===== config.mk =====
export PLATFORM = sky130hd
export DESIGN_NAME = multicycle_control_flat
export DESIGN_NICKNAME = d
export VERILOG_FILES = /design/src/rtl/multicycle_control_pkg.sv /design/src/rtl/multicycle_control_if.sv /design/src/rtl/multicycle_control_mem_wait_timer.sv /design/src/rtl/multicycle_control.sv /design/src/flat_wrapper.sv
export SDC_FILE = /design/constraint.sdc
export NUM_CORES = 1
export LEC_CHECK = 0
export BUFFER_PORTS_ARGS = -buffer_cell sky130_fd_sc_hd__buf_2
export CAP_MARGIN = 15
export CORE_MARGIN = 2
export CORE_UTILIZATION = 51
export DETAILED_ROUTE_END_ITERATION = 7
export PLACE_DENSITY = 0.87
export SYNTH_ARGS = -nofsm -noshare
export SYNTH_HDL_FRONTEND = slang
export SYNTH_SLANG_ARGS = --single-unit

===== constraint.sdc =====
create_clock -name Clock -period 2.79 [get_ports Clock]
set_input_delay 0.558 -clock Clock [delete_from_list [all_inputs] [get_ports Clock]]
set_output_delay 0.558 -clock Clock [all_outputs]
set_load 0.01 [all_outputs]

===== src/rtl/multicycle_control_pkg.sv =====
//------------------------------------------------------------------------------
// cpu_ctrl_pkg : opcode, ALU/mux encodings, FSM states and control word for
//                the multicycle 16-bit CPU sequencer.
// Revision 1.0
//------------------------------------------------------------------------------
`default_nettype none

package cpu_ctrl_pkg;

  localparam logic [5:0] OP_R    = 6'b000000;
  localparam logic [5:0] OP_ADDI = 6'b000100;
  localparam logic [5:0] OP_ANDI = 6'b000110;
  localparam logic [5:0] OP_LW   = 6'b100011;
  localparam logic [5:0] OP_SW   = 6'b101011;
  localparam logic [5:0] OP_BEQ  = 6'b001000;
  localparam logic [5:0] OP_BNE  = 6'b001001;

  localparam logic [1:0] ALUOP_ADD  = 2'b00;
  localparam logic [1:0] ALUOP_SUB  = 2'b01;
  localparam logic [1:0] ALUOP_RFMT = 2'b10;
  localparam logic [1:0] ALUOP_IFMT = 2'b11;

  localparam logic [1:0] SRCB_RT   = 2'b00;
  localparam logic [1:0] SRCB_ONE  = 2'b01;
  localparam logic [1:0] SRCB_IMM  = 2'b10;
  localparam logic [1:0] SRCB_BOFS = 2'b11;

  localparam logic [1:0] PCSRC_ALU    = 2'b00;
  localparam logic [1:0] PCSRC_ALUOUT = 2'b01;

  typedef enum logic [3:0] {
    S_FETCH  = 4'd0,
    S_DECODE = 4'd1,
    S_MEMADR = 4'd2,
    S_MEMRD  = 4'd3,
    S_MEMWB  = 4'd4,
    S_MEMWR  = 4'd5,
    S_REXEC  = 4'd6,
    S_RWB    = 4'd7,
    S_IEXEC  = 4'd8,
    S_IWB    = 4'd9,
    S_BRANCH = 4'd10,
    S_TRAP   = 4'd11
  } state_t;

  typedef struct packed {
    logic       pc_write;
    logic       pc_write_cond;
    logic       branch_ne;
    logic       i_or_d;
    logic       mem_read;
    logic       mem_write;
    logic       ir_write;
    logic       mem_to_reg;
    logic       reg_dst;
    logic       reg_write;
    logic       alu_src_a;
    logic [1:0] alu_src_b;
    logic [1:0] alu_op;
    logic [1:0] pc_source;
  } ctrl_t;

  // States that own a memory access and therefore the wait counter.
  function automatic logic is_mem_state(state_t s);
    return (s == S_FETCH) || (s == S_MEMRD) || (s == S_MEMWR);
  endfunction

endpackage

`default_nettype wire


===== src/rtl/multicycle_control_if.sv =====
//------------------------------------------------------------------------------
// multicycle_control_if : opcode/status inputs and datapath control outputs.
// Revision 1.0
//------------------------------------------------------------------------------
`default_nettype none

interface multicycle_control_if;
  logic [5:0] Opcode;
  logic       Zero;
  logic       MemReady;
  logic       PCWrite;
  logic       PCWriteCond;
  logic       BranchNe;
  logic       IorD;
  logic       MemRead;
  logic       MemWrite;
  logic       IRWrite;
  logic       MemtoReg;
  logic       RegDst;
  logic       RegWrite;
  logic       ALUSrcA;
  logic [1:0] ALUSrcB;
  logic [1:0] ALUOp;
  logic [1:0] PCSource;
  logic       MemErr;
  logic [3:0] State;

  modport master (
    output Opcode, Zero, MemReady,
    input  PCWrite, PCWriteCond, BranchNe, IorD, MemRead, MemWrite, IRWrite,
           MemtoReg, RegDst, RegWrite, ALUSrcA, ALUSrcB, ALUOp, PCSource,
           MemErr, State
  );

  modport slave (
    input  Opcode, Zero, MemReady,
    output PCWrite, PCWriteCond, BranchNe, IorD, MemRead, MemWrite, IRWrite,
           MemtoReg, RegDst, RegWrite, ALUSrcA, ALUSrcB, ALUOp, PCSource,
           MemErr, State
  );
endinterface

`default_nettype wire


===== src/rtl/multicycle_control_mem_wait_timer.sv =====
//------------------------------------------------------------------------------
// mem_wait_timer : saturating wait counter with timeout compare at MEM_TIMEOUT-1.
// Revision 1.0
//------------------------------------------------------------------------------
`default_nettype none

module mem_wait_timer #(
  parameter int MEM_TIMEOUT = 16,
  parameter int CNT_W       = 8
) (
  input  logic clk,
  input  logic rst,
  input  logic i_clear,
  input  logic i_wait,
  output logic o_at_limit
);

  localparam logic [CNT_W-1:0] C_LIMIT = CNT_W'(MEM_TIMEOUT - 1);
  localparam logic [CNT_W-1:0] C_MAX   = {CNT_W{1'b1}};

  logic [CNT_W-1:0] r_cnt;

  always_ff @(posedge clk) begin
    if (rst || i_clear) begin
      r_cnt <= '0;
    end else if (i_wait && (r_cnt != C_MAX)) begin
      r_cnt <= r_cnt + 1'b1;
    end
  end

  assign o_at_limit = (r_cnt == C_LIMIT);

endmodule

`default_nettype wire


===== src/rtl/multicycle_control.sv =====
//------------------------------------------------------------------------------
// multicycle_control : main sequencing FSM of the multicycle 16-bit CPU.
// Optional macro MULTICYCLE_CTRL_ILLEGAL_TRAP_EN adds the TRAP state and Illegal.
// Revision 1.0
//------------------------------------------------------------------------------
`default_nettype none

module multicycle_control
  import cpu_ctrl_pkg::*;
#(
  parameter int MEM_TIMEOUT = 16,
  parameter int CNT_W       = 8
) (
  input  logic                 Clock,
  input  logic                 Reset,
  multicycle_control_if.slave  bus
`ifdef MULTICYCLE_CTRL_ILLEGAL_TRAP_EN
  ,
  output logic                 Illegal
`endif
);

  state_t r_state;
  state_t w_next;
  ctrl_t  w_ctrl;
  logic   w_mem_err;
  logic   w_mem_state;
  logic   w_at_limit;
  logic   w_timeout;
  logic   w_wait;
  logic   w_clear;

  assign w_mem_state = is_mem_state(r_state);
  assign w_wait      = w_mem_state && !bus.MemReady;
  assign w_timeout   = w_wait && w_at_limit;
  // Any state change restarts the count; a timeout in FETCH re-enters FETCH.
  assign w_clear     = (w_next != r_state) || w_timeout;

  mem_wait_timer #(
    .MEM_TIMEOUT (MEM_TIMEOUT),
    .CNT_W       (CNT_W)
  ) u_timer (
    .clk        (Clock),
    .rst        (Reset),
    .i_clear    (w_clear),
    .i_wait     (w_wait),
    .o_at_limit (w_at_limit)
  );

  always_ff @(posedge Clock) begin
    if (Reset) begin
      r_state <= S_FETCH;
    end else begin
      r_state <= w_next;
    end
  end

  always_comb begin
    w_next    = r_state;
    w_ctrl    = '0;
    w_mem_err = 1'b0;
    case (r_state)
      S_FETCH: begin
        w_ctrl.mem_read = !w_timeout;
        if (bus.MemReady) begin
          w_ctrl.ir_write  = 1'b1;
          w_ctrl.pc_write  = 1'b1;
          w_ctrl.alu_src_b = SRCB_ONE;
          w_ctrl.alu_op    = ALUOP_ADD;
          w_ctrl.pc_source = PCSRC_ALU;
          w_next           = S_DECODE;
        end else if (w_timeout) begin
          w_mem_err = 1'b1;
          w_next    = S_FETCH;
        end
      end
      S_DECODE: begin
        w_ctrl.alu_src_b = SRCB_BOFS;
        w_ctrl.alu_op    = ALUOP_ADD;
        case (bus.Opcode)
          OP_LW, OP_SW:     w_next = S_MEMADR;
          OP_R:             w_next = S_REXEC;
          OP_ADDI, OP_ANDI: w_next = S_IEXEC;
          OP_BEQ, OP_BNE:   w_next = S_BRANCH;
`ifdef MULTICYCLE_CTRL_ILLEGAL_TRAP_EN
          default:          w_next = S_TRAP;
`else
          default:          w_next = S_FETCH;
`endif
        endcase
      end
      S_MEMADR: begin
        w_ctrl.alu_src_a = 1'b1;
        w_ctrl.alu_src_b = SRCB_IMM;
        w_ctrl.alu_op    = ALUOP_ADD;
        w_next           = (bus.Opcode == OP_SW) ? S_MEMWR : S_MEMRD;
      end
      S_MEMRD: begin
        w_ctrl.mem_read = !w_timeout;
        w_ctrl.i_or_d   = 1'b1;
        if (bus.MemReady) begin
          w_next = S_MEMWB;
        end else if (w_timeout) begin
          w_mem_err = 1'b1;
          w_next    = S_FETCH;
        end
      end
      S_MEMWB: begin
        w_ctrl.reg_write  = 1'b1;
        w_ctrl.mem_to_reg = 1'b1;
        w_next            = S_FETCH;
      end
      S_MEMWR: begin
        w_ctrl.mem_write = !w_timeout;
        w_ctrl.i_or_d    = 1'b1;
        if (bus.MemReady) begin
          w_next = S_FETCH;
        end else if (w_timeout) begin
          w_mem_err = 1'b1;
          w_next    = S_FETCH;
        end
      end
      S_REXEC: begin
        w_ctrl.alu_src_a = 1'b1;
        w_ctrl.alu_src_b = SRCB_RT;
        w_ctrl.alu_op    = ALUOP_RFMT;
        w_next           = S_RWB;
      end
      S_RWB: begin
        w_ctrl.reg_write = 1'b1;
        w_ctrl.reg_dst   = 1'b1;
        w_next           = S_FETCH;
      end
      S_IEXEC: begin
        w_ctrl.alu_src_a = 1'b1;
        w_ctrl.alu_src_b = SRCB_IMM;
        w_ctrl.alu_op    = ALUOP_IFMT;
        w_next           = S_IWB;
      end
      S_IWB: begin
        w_ctrl.reg_write = 1'b1;
        w_next           = S_FETCH;
      end
      S_BRANCH: begin
        w_ctrl.alu_src_a     = 1'b1;
        w_ctrl.alu_src_b     = SRCB_RT;
        w_ctrl.alu_op        = ALUOP_SUB;
        w_ctrl.pc_write_cond = 1'b1;
        w_ctrl.pc_source     = PCSRC_ALUOUT;
        w_ctrl.branch_ne     = (bus.Opcode == OP_BNE);
        w_next               = S_FETCH;
      end
`ifdef MULTICYCLE_CTRL_ILLEGAL_TRAP_EN
      S_TRAP: begin
        w_next = S_TRAP;
      end
`endif
      default: begin
        w_next = S_FETCH;
      end
    endcase
    // Reset silences every output, including an in-flight write enable.
    if (Reset) begin
      w_ctrl    = '0;
      w_mem_err = 1'b0;
    end
  end

  assign bus.PCWrite     = w_ctrl.pc_write;
  assign bus.PCWriteCond = w_ctrl.pc_write_cond;
  assign bus.BranchNe    = w_ctrl.branch_ne;
  assign bus.IorD        = w_ctrl.i_or_d;
  assign bus.MemRead     = w_ctrl.mem_read;
  assign bus.MemWrite    = w_ctrl.mem_write;
  assign bus.IRWrite     = w_ctrl.ir_write;
  assign bus.MemtoReg    = w_ctrl.mem_to_reg;
  assign bus.RegDst      = w_ctrl.reg_dst;
  assign bus.RegWrite    = w_ctrl.reg_write;
  assign bus.ALUSrcA     = w_ctrl.alu_src_a;
  assign bus.ALUSrcB     = w_ctrl.alu_src_b;
  assign bus.ALUOp       = w_ctrl.alu_op;
  assign bus.PCSource    = w_ctrl.pc_source;
  assign bus.MemErr      = w_mem_err;
  assign bus.State       = Reset ? 4'd0 : r_state;

`ifdef MULTICYCLE_CTRL_ILLEGAL_TRAP_EN
  assign Illegal = !Reset && (r_state == S_TRAP);
`endif

endmodule

`default_nettype wire


===== src/flat_wrapper.sv =====
// flat-port wrapper written by rule: the top's interface ports become plain ports
module multicycle_control_flat import cpu_ctrl_pkg::*;
#(
  parameter int MEM_TIMEOUT = 16,
  parameter int CNT_W       = 8
)
  (Clock, Reset, bus_Opcode, bus_Zero, bus_MemReady, bus_PCWrite, bus_PCWriteCond, bus_BranchNe, bus_IorD, bus_MemRead, bus_MemWrite, bus_IRWrite, bus_MemtoReg, bus_RegDst, bus_RegWrite, bus_ALUSrcA, bus_ALUSrcB, bus_ALUOp, bus_PCSource, bus_MemErr, bus_State);
  multicycle_control_if bus_i ();
  input  logic Clock;
  input  logic Reset;
  input wire logic [$bits(bus_i.Opcode)-1:0] bus_Opcode;
  input wire logic [$bits(bus_i.Zero)-1:0] bus_Zero;
  input wire logic [$bits(bus_i.MemReady)-1:0] bus_MemReady;
  output wire logic [$bits(bus_i.PCWrite)-1:0] bus_PCWrite;
  output wire logic [$bits(bus_i.PCWriteCond)-1:0] bus_PCWriteCond;
  output wire logic [$bits(bus_i.BranchNe)-1:0] bus_BranchNe;
  output wire logic [$bits(bus_i.IorD)-1:0] bus_IorD;
  output wire logic [$bits(bus_i.MemRead)-1:0] bus_MemRead;
  output wire logic [$bits(bus_i.MemWrite)-1:0] bus_MemWrite;
  output wire logic [$bits(bus_i.IRWrite)-1:0] bus_IRWrite;
  output wire logic [$bits(bus_i.MemtoReg)-1:0] bus_MemtoReg;
  output wire logic [$bits(bus_i.RegDst)-1:0] bus_RegDst;
  output wire logic [$bits(bus_i.RegWrite)-1:0] bus_RegWrite;
  output wire logic [$bits(bus_i.ALUSrcA)-1:0] bus_ALUSrcA;
  output wire logic [$bits(bus_i.ALUSrcB)-1:0] bus_ALUSrcB;
  output wire logic [$bits(bus_i.ALUOp)-1:0] bus_ALUOp;
  output wire logic [$bits(bus_i.PCSource)-1:0] bus_PCSource;
  output wire logic [$bits(bus_i.MemErr)-1:0] bus_MemErr;
  output wire logic [$bits(bus_i.State)-1:0] bus_State;
  assign bus_i.Opcode = bus_Opcode;
  assign bus_i.Zero = bus_Zero;
  assign bus_i.MemReady = bus_MemReady;
  assign bus_PCWrite = bus_i.PCWrite;
  assign bus_PCWriteCond = bus_i.PCWriteCond;
  assign bus_BranchNe = bus_i.BranchNe;
  assign bus_IorD = bus_i.IorD;
  assign bus_MemRead = bus_i.MemRead;
  assign bus_MemWrite = bus_i.MemWrite;
  assign bus_IRWrite = bus_i.IRWrite;
  assign bus_MemtoReg = bus_i.MemtoReg;
  assign bus_RegDst = bus_i.RegDst;
  assign bus_RegWrite = bus_i.RegWrite;
  assign bus_ALUSrcA = bus_i.ALUSrcA;
  assign bus_ALUSrcB = bus_i.ALUSrcB;
  assign bus_ALUOp = bus_i.ALUOp;
  assign bus_PCSource = bus_i.PCSource;
  assign bus_MemErr = bus_i.MemErr;
  assign bus_State = bus_i.State;
  multicycle_control #(.MEM_TIMEOUT(MEM_TIMEOUT), .CNT_W(CNT_W)) u_core (.Clock(Clock), .Reset(Reset), .bus(bus_i));
endmodule

==> impl_summary.txt, run 1 <==
----------------------------------------------------
[Run status]
  Result of the run ... complete, no violations

[Global route]
  Vias in the first global route ... 1075
  Pin count of the biggest net entering global routing ... 19
  Overall fraction of global-route tracks in use ... 24.73%
  Global-route wire length before repair ... 4705 µm
  Initial antenna violation count ... 0
  Grt total ovfl ... 0

[Timing]
  Worst clock skew ... 0.007370 ns
  Number of endpoints with negative hold slack in the final report ... 0
  Setup Total Neg Slack ... 0 ns
  Final Setup Violations ... 0
  Min cycle time layout ... 2.570 ns
  RSZ-0062 raised after global routing ... no
  Upper clock frequency limit ... 389.0 MHz
  Final critical-path setup slack ... 0.2195 ns
  Worst Hold Slack ... 0.5711 ns
  Pins Over Slew Limit ... 0
  Share of the clock period used by the worst path after layout ... 92.13%

[Setup path]
  Critical path's slowest cell ... a2bb2o_1
  Startpoint types ... input port
  Series of cell instances along the critical path ... buf_2 -> or3_1 -> a2bb2o_1 -> nand3_1 -> nand2b_1 -> nor4_1 -> buf_2
  Data arrival time at the worst-slack endpoint ... 2.01 ns
  Source of the worst register-to-register timing path ... u_core.r_state[1]
  Critical Path Most Common Cell ... buf_2
  Critical path class ... input port to output pin
  Critical Path Sink Type ... output pin
  Worst path max stage delay ... 0.41 ns
  Max Fanout on Critical Path ... 7
  Critical path data required time ... 2.23 ns
  Launch point of the critical path ... bus_MemReady

[Power]
  Sum of internal, switching and leakage power ... 417.0 µW
  P_leak ... 0.5485 nW
  Power density over cell area ... 338.3 nW/µm²
  Worst ir drop on vdd ... 0.2667 mV

[Floorplan]
  Die Wd ... 49.51 µm
  Die ar. ... 2451 µm²
  Floorplan die height ... 49.51 µm
  Number of standard-cell rows in the floorplan ... 16
  Initial Utilization ... 53.83%
  Floorplan core area ... 1962 µm²
  Number of top-level pins ... 32

[Route]
  Iteration-0 DRC count of the detailed router ... 39
  Drt via density ... 5.909
  Drt drc ... 0
  Via total after detailed routing ... 1170
  Per-cell routed wire length ... 14.41 µm
  Total wirelength of the detailed-routed design ... 2853 µm
  Number of nets still failing antenna checks after routing ... 0
  Initial DRT Pass Iterations ... 4

[Clock tree]
  Master cell of the clock root buffer ... clkbuf_4
  Clock transition at the registers of the reported paths ... 0.07 ns
  Clock tree from TritonCTS ... built
  CTS Hold Buffers Added ... 0
  Post-CTS setup buffer count ... 0
  Number of sinks handled by clock tree synthesis ... 12
  Resize count post-CTS ... 0
  Worst-case clock buffer depth ... 2
  Number of levels the H-tree was split into ... 1
  Insertion delay of the later-clocked pin in the worst-skew pair ... 0.28 ns
  CTS Buf Count ... 3

[Logic synthesis]
  Gate count of the mapped netlist ... 148
  Yosys warnings ... 0
  Portion of the post-synthesis area used by sequential elements ... 22.75%
  Number of register bits inferred by synthesis ... 12
  Post-synth net total ... 159
  Post-synth EDFFs ... 0
  Mean post-synth cell area ... 7.135 µm²
  Fraction of registers with async set/reset ... 0%
  Leading register cell type out of synthesis ... dfxtp_1
  Number of unique standard cell types used by synthesis ... 45
  Cell area after synthesis ... 1056 µm²

[Placed design]
  Pre-CTS setup slack ... 0.2133 ns
  Number of cells after detailed placement ... 194
  Half-perimeter wire length after placement ... 2137 µm
  Gpl congestion ... 0.8323
  Cell area after placement ... 1196 µm²
  Count of input and output buffers ... 29

[Cells and area]
  Fraction of layout instances using a drive strength above 1 ... 26.32%
  # diodes ... 0
  Most common cell after layout, fill and taps aside ... buf_2
  Core Util, Final ... 62.82%
  Signed area change from the synthesized netlist to the final layout ... 16.71%
  Number of nets in the layout ... 183
  Non-filler instance count after layout ... 198
  Commonest cells after routing, fill and taps aside ... 29 x buf_2, 18 x nor2_1, 17 x nor3_1, 14 x nand2_1, 12 x dfxtp_1
  Final std cell area, no fill ... 1232 µm²

[Hold path]
  Worst Hold Launch ... u_core.u_timer.r_cnt[6]
  Hold Path Class ... flip-flop to flip-flop

[Run]
  Total of max-cap violations ... 0

----------------------------------------------------
[logic make-up (layout without fill, tap and decap cells)]
logic type	Yosys count	in the layout	synth area share (%)
AOI/OAI and AO/OA	24	24	17.06
xor gates and xnor gates	8	8	7.347
adders and majority gates	1	1	1.185
buffers and inverters	18	41	7.938
DFF	12	12	22.75
muxes	3	3	2.844
other	1	1	0.3551
and+or+nand+nor	81	81	40.52
[synth_stat cells, drive strengths merged (2+ instances only)]
master  instances  share of area (%)
nor2           18                6.4
nor3           17                8.1
nand2          14                5.0
dfxtp          12                 23
buf             8                4.3
a21oi           7                3.3
clkbuf          6                2.3
nor4            6                4.1
xnor2           5                4.9
and3            4                2.4
inv             4                1.4
nand2b          4                3.1
nand3           4                1.9
nor2b           4                2.4
mux2i           3                2.8
nand4           3                1.8
o21ai           3                1.4
xor2            3                2.5
a221oi          2                1.7
nor4b           2                1.7
or3             2                1.2
[state kept, by name, indices dropped and copies added (netlist names)]
name                  flops
u_core.u_timer.r_cnt      8
u_core.r_state            4
[critical path, delay by kind of cell]
family	cells	cell delay, ns
simple gates	4	0.75
compound gates	1	0.41
buf+inv	2	0.29
[layout make-up]
type | instances | area (µm²)
multi-input cells | 118 | 732.0
flip-flops and latches | 12 | 240.2
clock buffers | 4 | 36.28
well taps | 27 | 33.78
inverters | 4 | 15.01
repair buffers | 33 | 175.2
fillers | 201 | 729.5
[layer usage]
layer,global-route usage (%),vias to the layer above,wire (µm)
li1,-,575,-
met1,28.71,529,1126
met2,44.37,55,1477
met3,4.545,11,191
met4,10.19,0,57
met5,0,-,0
[worst paths after layout]
check,endpoint,slack [ns],cells after the start
worst max-delay path,bus_MemRead,0.22,7
worst min register to register,u_core.u_timer.r_cnt[6],0.57,2
worst min-delay path,u_core.u_timer.r_cnt[6],0.57,2
worst max register to register,u_core.u_timer.r_cnt[2],0.49,6
[power breakdown]
part | switching [mW] | leakage, nW | internal (mW)
combinational | 0.0607 | 0.430 | 0.0371
clock | 0.0616 | 0.0210 | 0.0794
sequential | 0.00327 | 0.0971 | 0.175
total | 0.126 | 0.548 | 0.291
Power figures use the tool's default switching activity.
==> inputs of run 2 (changes only) <==
==> constraint.sdc (replaced) <==
create_clock -name Clock -period 2.79 [get_ports Clock]
set_input_delay 0 -clock Clock [delete_from_list [all_inputs] [get_ports Clock]]
set_output_delay 0 -clock Clock [all_outputs]
set_load 0.01 [all_outputs]
==> run 2 against run 1 <==
  * Largest power group unchanged
  * Sequential share of layout area increased by 0.12 points
  * Critical endpoint is now u_core.u_timer.r_cnt[2]
  * Maximum frequency increased by 6.8%
  * Combinational power decreased by 7.4%
  * Clock skew decreased by 0.0039 ns
==> impl_summary.txt, run 2 (synthesis gave the netlist of run 1 again) <==
----------------------------------------------------
[Placed design]
  Cell area after placement ... 1189 µm²
  Gpl congestion ... 0.8228
  Half-perimeter wire length after placement ... 1899 µm
  Number of cells after detailed placement ... 193
  Pre-CTS setup slack ... 0.4072 ns
  Count of input and output buffers ... 29

[Setup path]
  Critical path data required time ... 2.98 ns
  Setup slack of the most critical reg-to-reg path ... 0.38 ns
  Max Fanout on Critical Path ... 13
  Data arrival time at the worst-slack endpoint ... 2.60 ns
  Critical path class ... flip-flop to flip-flop
  Startpoint types ... flip-flop
  Critical Path Sink Type ... flip-flop
  R2R depth ... 6

[Timing]
  Setup Total Neg Slack ... 0 ns
  Final critical-path setup slack ... 0.3824 ns
  Share of the clock period used by the worst path after layout ... 86.29%
  Worst clock skew ... 0.003467 ns
  Upper clock frequency limit ... 415.4 MHz
  Final Setup Violations ... 0
  Number of endpoints with negative hold slack in the final report ... 0
  RSZ-0062 raised after global routing ... no
  Pins Over Slew Limit ... 0
  Min cycle time layout ... 2.408 ns
  Worst Hold Slack ... 0.07769 ns

[Power]
  Power density over cell area ... 336.6 nW/µm²
  Worst ir drop on vdd ... 0.2439 mV
  P_leak ... 0.5430 nW

[Cells and area]
  Commonest cells after routing, fill and taps aside ... 29 x buf_2, 18 x nor2_1, 17 x nor3_1, 14 x nand2_1, 12 x dfxtp_1
  Most common cell after layout, fill and taps aside ... buf_2
  Number of nets in the layout ... 182
  Filler cell count ... 187
  Final std cell area, no fill ... 1225 µm²
  Biggest register ... u_core.u_timer.r_cnt
  Signed area change from the synthesized netlist to the final layout ... 15.99%
  # diodes ... 0
  Non-filler instance count after layout ... 197
  Flip-flop count of the largest register after layout ... 8
  Registers with the most flip-flops ... u_core.u_timer.r_cnt: 8 flops, u_core.r_state: 4 flops
  Fraction of layout instances using a drive strength above 1 ... 25.88%

[Clock tree]
  Insertion delay of the later-clocked pin in the worst-skew pair ... 0.28 ns
  Number of sinks handled by clock tree synthesis ... 12
  Resize count post-CTS ... 0
  Clock tree from TritonCTS ... built
  Master cell of the clock root buffer ... clkbuf_4
  CTS Hold Buffers Added ... 0
  Worst-case clock buffer depth ... 2
  Number of levels the H-tree was split into ... 1
  CTS Buf Count ... 3
  Post-CTS setup buffer count ... 0
  Clock transition at the registers of the reported paths ... 0.07 ns

[Global route]
  Grt total ovfl ... 0
  Vias in the first global route ... 1032
  Pin count of the biggest net entering global routing ... 16
  Overall fraction of global-route tracks in use ... 22.94%
  Global-route wire length before repair ... 4464 µm
  Initial antenna violation count ... 0

[Route]
  Iteration-0 DRC count of the detailed router ... 22
  Drt drc ... 0
  Per-cell routed wire length ... 12.78 µm
  Via total after detailed routing ... 1156
  Number of nets still failing antenna checks after routing ... 0
  Total wirelength of the detailed-routed design ... 2518 µm
  Drt via density ... 5.868
  Initial DRT Pass Iterations ... 4

[Run status]
  Result of the run ... complete, no violations

[Run]
  Total of max-cap violations ... 0

[Floorplan]
  Floorplan core area ... 1962 µm²
  Floorplan die height ... 49.51 µm
  Number of top-level pins ... 32
  Die Wd ... 49.51 µm
  Die ar. ... 2451 µm²
  Number of standard-cell rows in the floorplan ... 16
  Initial Utilization ... 53.83%

[Hold path]
  Min-Delay Path Depth ... 2
  Hold Path Class ... input port to flip-flop

----------------------------------------------------
run 2: changes by cell type in the layout (fill, tap and decap cells not counted), sizes merged:
| cell | previous run | this run |
|---|---|---|
| buf | 33 | 32 |
run 2: worst max-delay path: stages (launching register included):
cell and delay (ns):
dfxtp_1 0.62, xor2_1 0.28, a2bb2o_1 0.41, nand3_1 0.13, nand2b_1 0.10, or3_1 0.53, nor4_2 0.27
run 2: layout make-up:
class	instances	area, µm²	share of cell area (%)
flip-flops and latches	12	240.2	19.61
clock buffers	4	36.28	2.962
repair buffers	32	167.7	13.69
inverters	4	15.01	1.226
well taps	27	33.78	2.758
multi-input cells	118	732.0	59.76
run 2: final timing paths:
path | start | endpoint
hold reg to reg | u_core.u_timer.r_cnt[1] | u_core.u_timer.r_cnt[1]
setup / recovery | u_core.r_state[1] | u_core.u_timer.r_cnt[2]
setup reg to reg | u_core.r_state[1] | u_core.u_timer.r_cnt[2]
hold / removal | Reset | u_core.r_state[1]
run 2: power breakdown:
part	leakage (nW)	switching (mW)	total (mW)	internal [mW]
Clock	0.0210	0.0601	0.139	0.0794
Combinational	0.425	0.0540	0.0905	0.0365
Sequential	0.0971	0.00747	0.182	0.175
run 2: layer usage:
metal / global-route usage [%] / vias up / share of wire (%)
li1: - / 576 / -
met1: 29.46 / 526 / 44
met2: 36.71 / 47 / 48
met3: 6.364 / 7 / 6.2
met4: 8.333 / 0 / 1.6
met5: 0 / - / 0
run 2: through the flow:
stage               utilization (%)  power [mW]
finish                        62.44      0.4123
floorplan                         -      0.2505
global route                  62.44      0.4365
CTS                           62.44      0.4146
global placement              60.59      0.2708
detailed placement            60.59      0.2754
